`src/rtl/priority_index_streamer.sv`:
```
// Accepts a request vector and streams the indices of its set bits, highest first,
// one per beat, stopping when the vector is exhausted or MAX_OUT indices have gone out.
module priority_index_streamer #(
  parameter  int WIDTH   = 15,
  parameter  int MAX_OUT = 2,
  localparam int IDXW    = $clog2(WIDTH + 1),
  localparam int CNTW    = $clog2(MAX_OUT + 1)
) (
  input  logic             clk,
  input  logic             rst,
  input  logic             in_valid,
  output logic             in_ready,
  input  logic [WIDTH:1]   in_req,
  output logic             out_valid,
  input  logic             out_ready,
  output logic [IDXW-1:0]  out_index,
  output logic [CNTW-1:0]  out_ord,
  output logic             out_last,
  output logic             out_empty
);

  typedef enum logic {
    S_IDLE = 1'b0,
    S_EMIT = 1'b1
  } state_t;

  state_t           r_state;
  state_t           w_state_next;
  logic [WIDTH:1]   r_pending;
  logic [WIDTH:1]   w_pending_next;
  logic [CNTW-1:0]  r_ord;
  logic [CNTW-1:0]  w_ord_next;

  logic [IDXW-1:0]  w_index;
  logic [WIDTH:1]   w_cleared;
  logic             w_empty_vec;
  logic             w_last;

  always_ff @(posedge clk) begin
    if (rst) begin
      r_state   <= S_IDLE;
      r_pending <= '0;
      r_ord     <= '0;
    end else begin
      r_state   <= w_state_next;
      r_pending <= w_pending_next;
      r_ord     <= w_ord_next;
    end
  end

  // Later (higher) set bits overwrite earlier ones, so the highest set bit wins.
  always_comb begin
    w_index   = '0;
    w_cleared = r_pending;
    for (int i = 1; i <= WIDTH; i++) begin
      if (r_pending[i]) w_index = IDXW'(i);
    end
    for (int i = 1; i <= WIDTH; i++) begin
      if (IDXW'(i) == w_index) w_cleared[i] = 1'b0;
    end
  end

  assign w_empty_vec = (r_pending == '0) && (r_ord == '0);
  assign w_last      = w_empty_vec || (w_cleared == '0) || (r_ord == CNTW'(MAX_OUT - 1));

  always_comb begin
    w_state_next   = r_state;
    w_pending_next = r_pending;
    w_ord_next     = r_ord;
    in_ready       = 1'b0;
    out_valid      = 1'b0;
    out_index      = '0;
    out_ord        = '0;
    out_last       = 1'b0;
    out_empty      = 1'b0;
    case (r_state)
      S_IDLE: begin
        in_ready = 1'b1;
        if (in_valid) begin
          w_pending_next = in_req;
          w_ord_next     = '0;
          w_state_next   = S_EMIT;
        end
      end
      S_EMIT: begin
        out_valid = 1'b1;
        out_index = w_index;
        out_ord   = r_ord;
        out_last  = w_last;
        out_empty = w_empty_vec;
        if (out_ready) begin
          w_pending_next = w_cleared;
          w_ord_next     = r_ord + CNTW'(1);
          if (w_last) w_state_next = S_IDLE;
        end
      end
      default: w_state_next = S_IDLE;
    endcase
  end

endmodule

```
`config.mk`:
```
export PLATFORM = sky130hd
export DESIGN_NAME = priority_index_streamer
export DESIGN_NICKNAME = d
export VERILOG_FILES = /design/src/rtl/priority_index_streamer.sv
export SDC_FILE = /design/constraint.sdc
export NUM_CORES = 1
export LEC_CHECK = 0
export ABC_AREA = 1
export BUFFER_PORTS_ARGS = -buffer_cell sky130_fd_sc_hd__buf_2
export CORE_MARGIN = 8
export CORE_UTILIZATION = 53
export CTS_BUF_LIST = sky130_fd_sc_hd__clkbuf_16
export CTS_CLUSTER_DIAMETER = 50
export CTS_CLUSTER_SIZE = 24
export DETAILED_ROUTE_END_ITERATION = 6
export GPL_TIMING_DRIVEN = 1
export PLACE_DENSITY = 0.88
export SETUP_SLACK_MARGIN = 0.15
export SYNTH_ARGS = -nofsm -noshare
export SYNTH_HDL_FRONTEND = slang
export SYNTH_SLANG_ARGS = --single-unit
export TNS_END_PERCENT = 1
```
`constraint.sdc`:
```
create_clock -name clk -period 3.2 [get_ports clk]
set_clock_uncertainty 0.2 [all_clocks]
set_input_delay 0.96 -clock clk [delete_from_list [all_inputs] [get_ports clk]]
set_output_delay 0.96 -clock clk [all_outputs]
set_load 0.02 [all_outputs]
```
==> impl_results.md <==
* Post-synthesis compound-gate area fraction at 21.5%
* Routed wire length at 4.39 mm
* Clock transition at the register clock pins on the worst setup and hold paths after CTS at 50 ps
* R2R depth at 31
* Wire length of the first global-routing pass at 6.61 mm
* Placed wire-length estimate after detailed placement at 2.52 mm
* Most used cells in the layout excluding fill and tap cells: sky130_fd_sc_hd__nand2_1, sky130_fd_sc_hd__buf_2, sky130_fd_sc_hd__inv_1
* H-tree lvl count at 1
* Post-route worst setup slack at -366 ps
* Worst-Skew Late Latency at 250 ps
* Final weighted congestion of routability-driven global placement at approximately 1.0
* Kind of end point of the critical path: output pin
* Slack of the worst reg-to-reg path at -140 ps
* Final core utilization at between 70 and 80%
* Crit path buf inv count at 2
* Number of routed nets with antenna violations at 0
* Finished Cell Area at 1750 sq um
* Chip width at 65.1 um
* Least-Margin Pin Slew at 459 ps
* CTS buffer count at 3
* Number of top-level pins at 29
* Leak Pwr at 0.835 nW
* Drc violations at 0
* Failing checks: negative setup slack
* Clk sink count at 18
* Highest achievable clock rate at 280 MHz
* Filler cell count in the final layout at between 150 and 200
* Number of hold violations in the final report at 0
* Number of register bits inferred by synthesis at 18
* Post-synthesis cell area at 1280 sq um
* Startpoint of the most critical hold path: r_ord[1]
* Initial antenna violation count at 0
* Number of design-rule violations left by the first detailed-router iteration at approximately 180
* Worst slew margin relative to its limit at 69.3%
* Simple-gate share of the synthesized area at 38.0%
* RSZ-0062 raised after global routing: yes
* Slowest cell on crit path: sky130_fd_sc_hd__dfxtp_2
* Net Count, Synth at roughly 220
* Endpoint of the worst register-to-register path: r_pending[4]
* Die ar. at 4240 sq um
* Proportion of synthesized area in mux cells at 0%
* Number of maximum-capacitance constraint violations at 0
* Via total after detailed routing at 1581
* Crit path launch type: flop
* Total routing resource utilization after global routing at between 10% and 20%
* Main combinational cell family by area after synthesis: simple AND/OR/NAND/NOR gates
* Clock tree from TritonCTS: built
* Endpoint, Worst Hold: r_ord[1]
* Area after DPL at around 1500 sq um
* Worst EP arrival at 2410 ps
* Layout overhead on the synthesized area at 37.0%
* Clk buf depth at 2
* Starting utilization of the core area at 53.6%
* Post-layout net count at 270
* Cell area power density at roughly 510 nW/um^2
* Leading cell types by total area after synthesis: sky130_fd_sc_hd__dfxtp_1, sky130_fd_sc_hd__nand2_1, sky130_fd_sc_hd__a21oi_1
* Hold-fix buffers at CTS at 0
* # diodes at 0
* Leftover overflow at the end of global routing at 0
* Hold Path Stages at 2
* Wire length per cell after detailed routing at 15.9 um
* Sequential area share after synthesis at 28.2%
* Number of endpoints failing setup at the final stage at 2
* Count of input and output buffers at 28
* Average cell area after synthesis at 6.31 sq um
* Cell type with the highest aggregate area in the netlist: sky130_fd_sc_hd__dfxtp_1
* Worst path top cell family by delay: simple AND/OR/NAND/NOR gates
* Via count of the first global-routing pass at ~1500
* Mean number of vias per cell at ~5.7
* Maximum number of pins on one net before global-route repair at 20
* Hold WC Path Type: reg2reg
* Syn Inst Count at 203
* Most common cell after layout, fill and taps aside: sky130_fd_sc_hd__nand2_1
* Data required time at the worst endpoint at 2040 ps
* Row Count at 18
* Post-layout minimum cycle time at 3570 ps
* Final count of pins violating max slew at 0
* Delay of the slowest critical-path stage at ~330 ps
* Max rail drop VDD at approximately 0.00035 V
* Number of warnings printed during yosys synthesis at 0
* Share of synthesized cell area in full adder, half adder and majority cells at approximately 2%
* R2r startpoint: r_pending[2]
* XOR/XNOR share of the synthesized area at 0%
* CP cell instances: inv_2, nand2_2, nand2_1, nand2_1, nand2_1, nand2_1, nand2_1, nand2_1, nand2_1, nand2_1, nand2_1, nand2_2, nand2_4, nand3_1, nand2_1, nand2_1, nor2_2, nand2_1, nor2_2, nand2_2, a21oi_2, buf_4
* Chip Height at 65.1 um
* Peak fanout along the critical path at 4
* Floorplan Core Area at 2390 sq um
* Fraction of layout cells with a size suffix above 1 at a little over a third
* Cell variety after synth at 26
* Portion of synthesized cell area occupied by the leading cell type at 28.2%
* Ratio of final minimum period to clock period at 111%
* Most used cell along the critical path: sky130_fd_sc_hd__nand2_1
* Total power of the final layout at around 890 uW
* Setup CP Type: reg2out
* Status: finished, violations left
* Buffer type at the clock tree root: sky130_fd_sc_hd__clkbuf_16
* TritonRoute pass-1 iters at 6
[worst max path at each step]
| stage | from | cells after the start | end |
|---|---|---|---|
| floorplan | r_pending[14] | 13 | out_last |
| global placement | r_pending[14] | 14 | out_last |
| detailed placement | r_pending[14] | 14 | out_last |
| CTS | r_pending[3] | 16 | out_last |
| global route | r_pending[2] | 22 | out_last |
| finish | r_pending[2] | 22 | out_last |
[state kept, by name, summed over array words and instances (netlist names)]
register,count
r_pending,15
r_ord,2
r_state,1
[worst register-to-register path, delay by kind of cell (launching register included)]
family | cells | cell delay, ps
and+or+nand+nor | 14 | 970
AOI/OAI and AO/OA | 2 | 230
DFF | 1 | 330
buffers and inverters | 15 | 1520
[metal layers]
layer	wire (um)	GRT usage [%]	vias up
met2	2090	31.8	97
li1	-	-	750
met5	0	0	-
met1	1800	22.6	718
met4	93	10.1	0
met3	400	5.27	16
[kinds of logic after synthesis]
group	Yosys count
AOI/OAI and AO/OA	45
and+or+nand+nor	103
DFF	18
adders and majority gates	2
buffers and inverters	35
[layout make-up]
cell class / count / area (sq um) / area share [%]
sequential: 18 / 365 / 20.8
timing repair buffer: 47 / 340 / 19.4
clock buffer: 3 / 75.1 / 4.28
tap: 30 / 37.5 / 2.14
inverter: 29 / 109 / 6.21
multi-input combinational: 150 / 826 / 47.1
[cell usage after synthesis]
| master | n |
|---|---|
| sky130_fd_sc_hd__nor3_1 | 1 |
| sky130_fd_sc_hd__a21oi_2 | 2 |
| sky130_fd_sc_hd__inv_1 | 25 |
| sky130_fd_sc_hd__clkbuf_1 | 4 |
| sky130_fd_sc_hd__nor2_4 | 1 |
| sky130_fd_sc_hd__a31oi_4 | 1 |
| sky130_fd_sc_hd__nor3b_1 | 1 |
| sky130_fd_sc_hd__nand2_4 | 2 |
| sky130_fd_sc_hd__nor3_4 | 1 |
| sky130_fd_sc_hd__nor2_2 | 7 |
| sky130_fd_sc_hd__buf_1 | 1 |
| sky130_fd_sc_hd__ha_1 | 2 |
| sky130_fd_sc_hd__nand2_2 | 4 |
| sky130_fd_sc_hd__nor3_2 | 1 |
| sky130_fd_sc_hd__o211ai_1 | 7 |
| sky130_fd_sc_hd__buf_2 | 1 |
| sky130_fd_sc_hd__nand3_1 | 11 |
| sky130_fd_sc_hd__nand2_1 | 59 |
| sky130_fd_sc_hd__nor2_1 | 10 |
| sky130_fd_sc_hd__a21oi_1 | 19 |
| sky130_fd_sc_hd__o22ai_1 | 1 |
| sky130_fd_sc_hd__a221oi_1 | 2 |
| sky130_fd_sc_hd__dfxtp_1 | 18 |
| sky130_fd_sc_hd__inv_2 | 4 |
| sky130_fd_sc_hd__o21ai_0 | 13 |
| sky130_fd_sc_hd__nand4_1 | 5 |
[metrics by stage]
stage               std cells  setup TNS, ps  setup WS [ps]  hold WS (ps)
CTS                       277           -220           -132           285
global placement          258              0           75.4           278
floorplan                 203              0            342           254
finish                    277           -502           -366           283
detailed placement        258              0           60.3           277
global route              277           -861           -535           299
[power breakdown]
part           leakage [nW]  total, mW  internal (mW)  switching [mW]
sequential            0.150      0.275          0.246          0.0281
combinational         0.648      0.367          0.142           0.225
clock                0.0370      0.246          0.164          0.0814
[what timing repair did]
item | 4_1_cts | 5_1_grt
gates resized for setup | 14 | 20
setup buffers | 16 | 0
pin swaps | 7 | 9
setup endpoints to repair | 1 | 3
cloned | 0 | 0
Note: power is estimated with default switching activity, not from simulation.
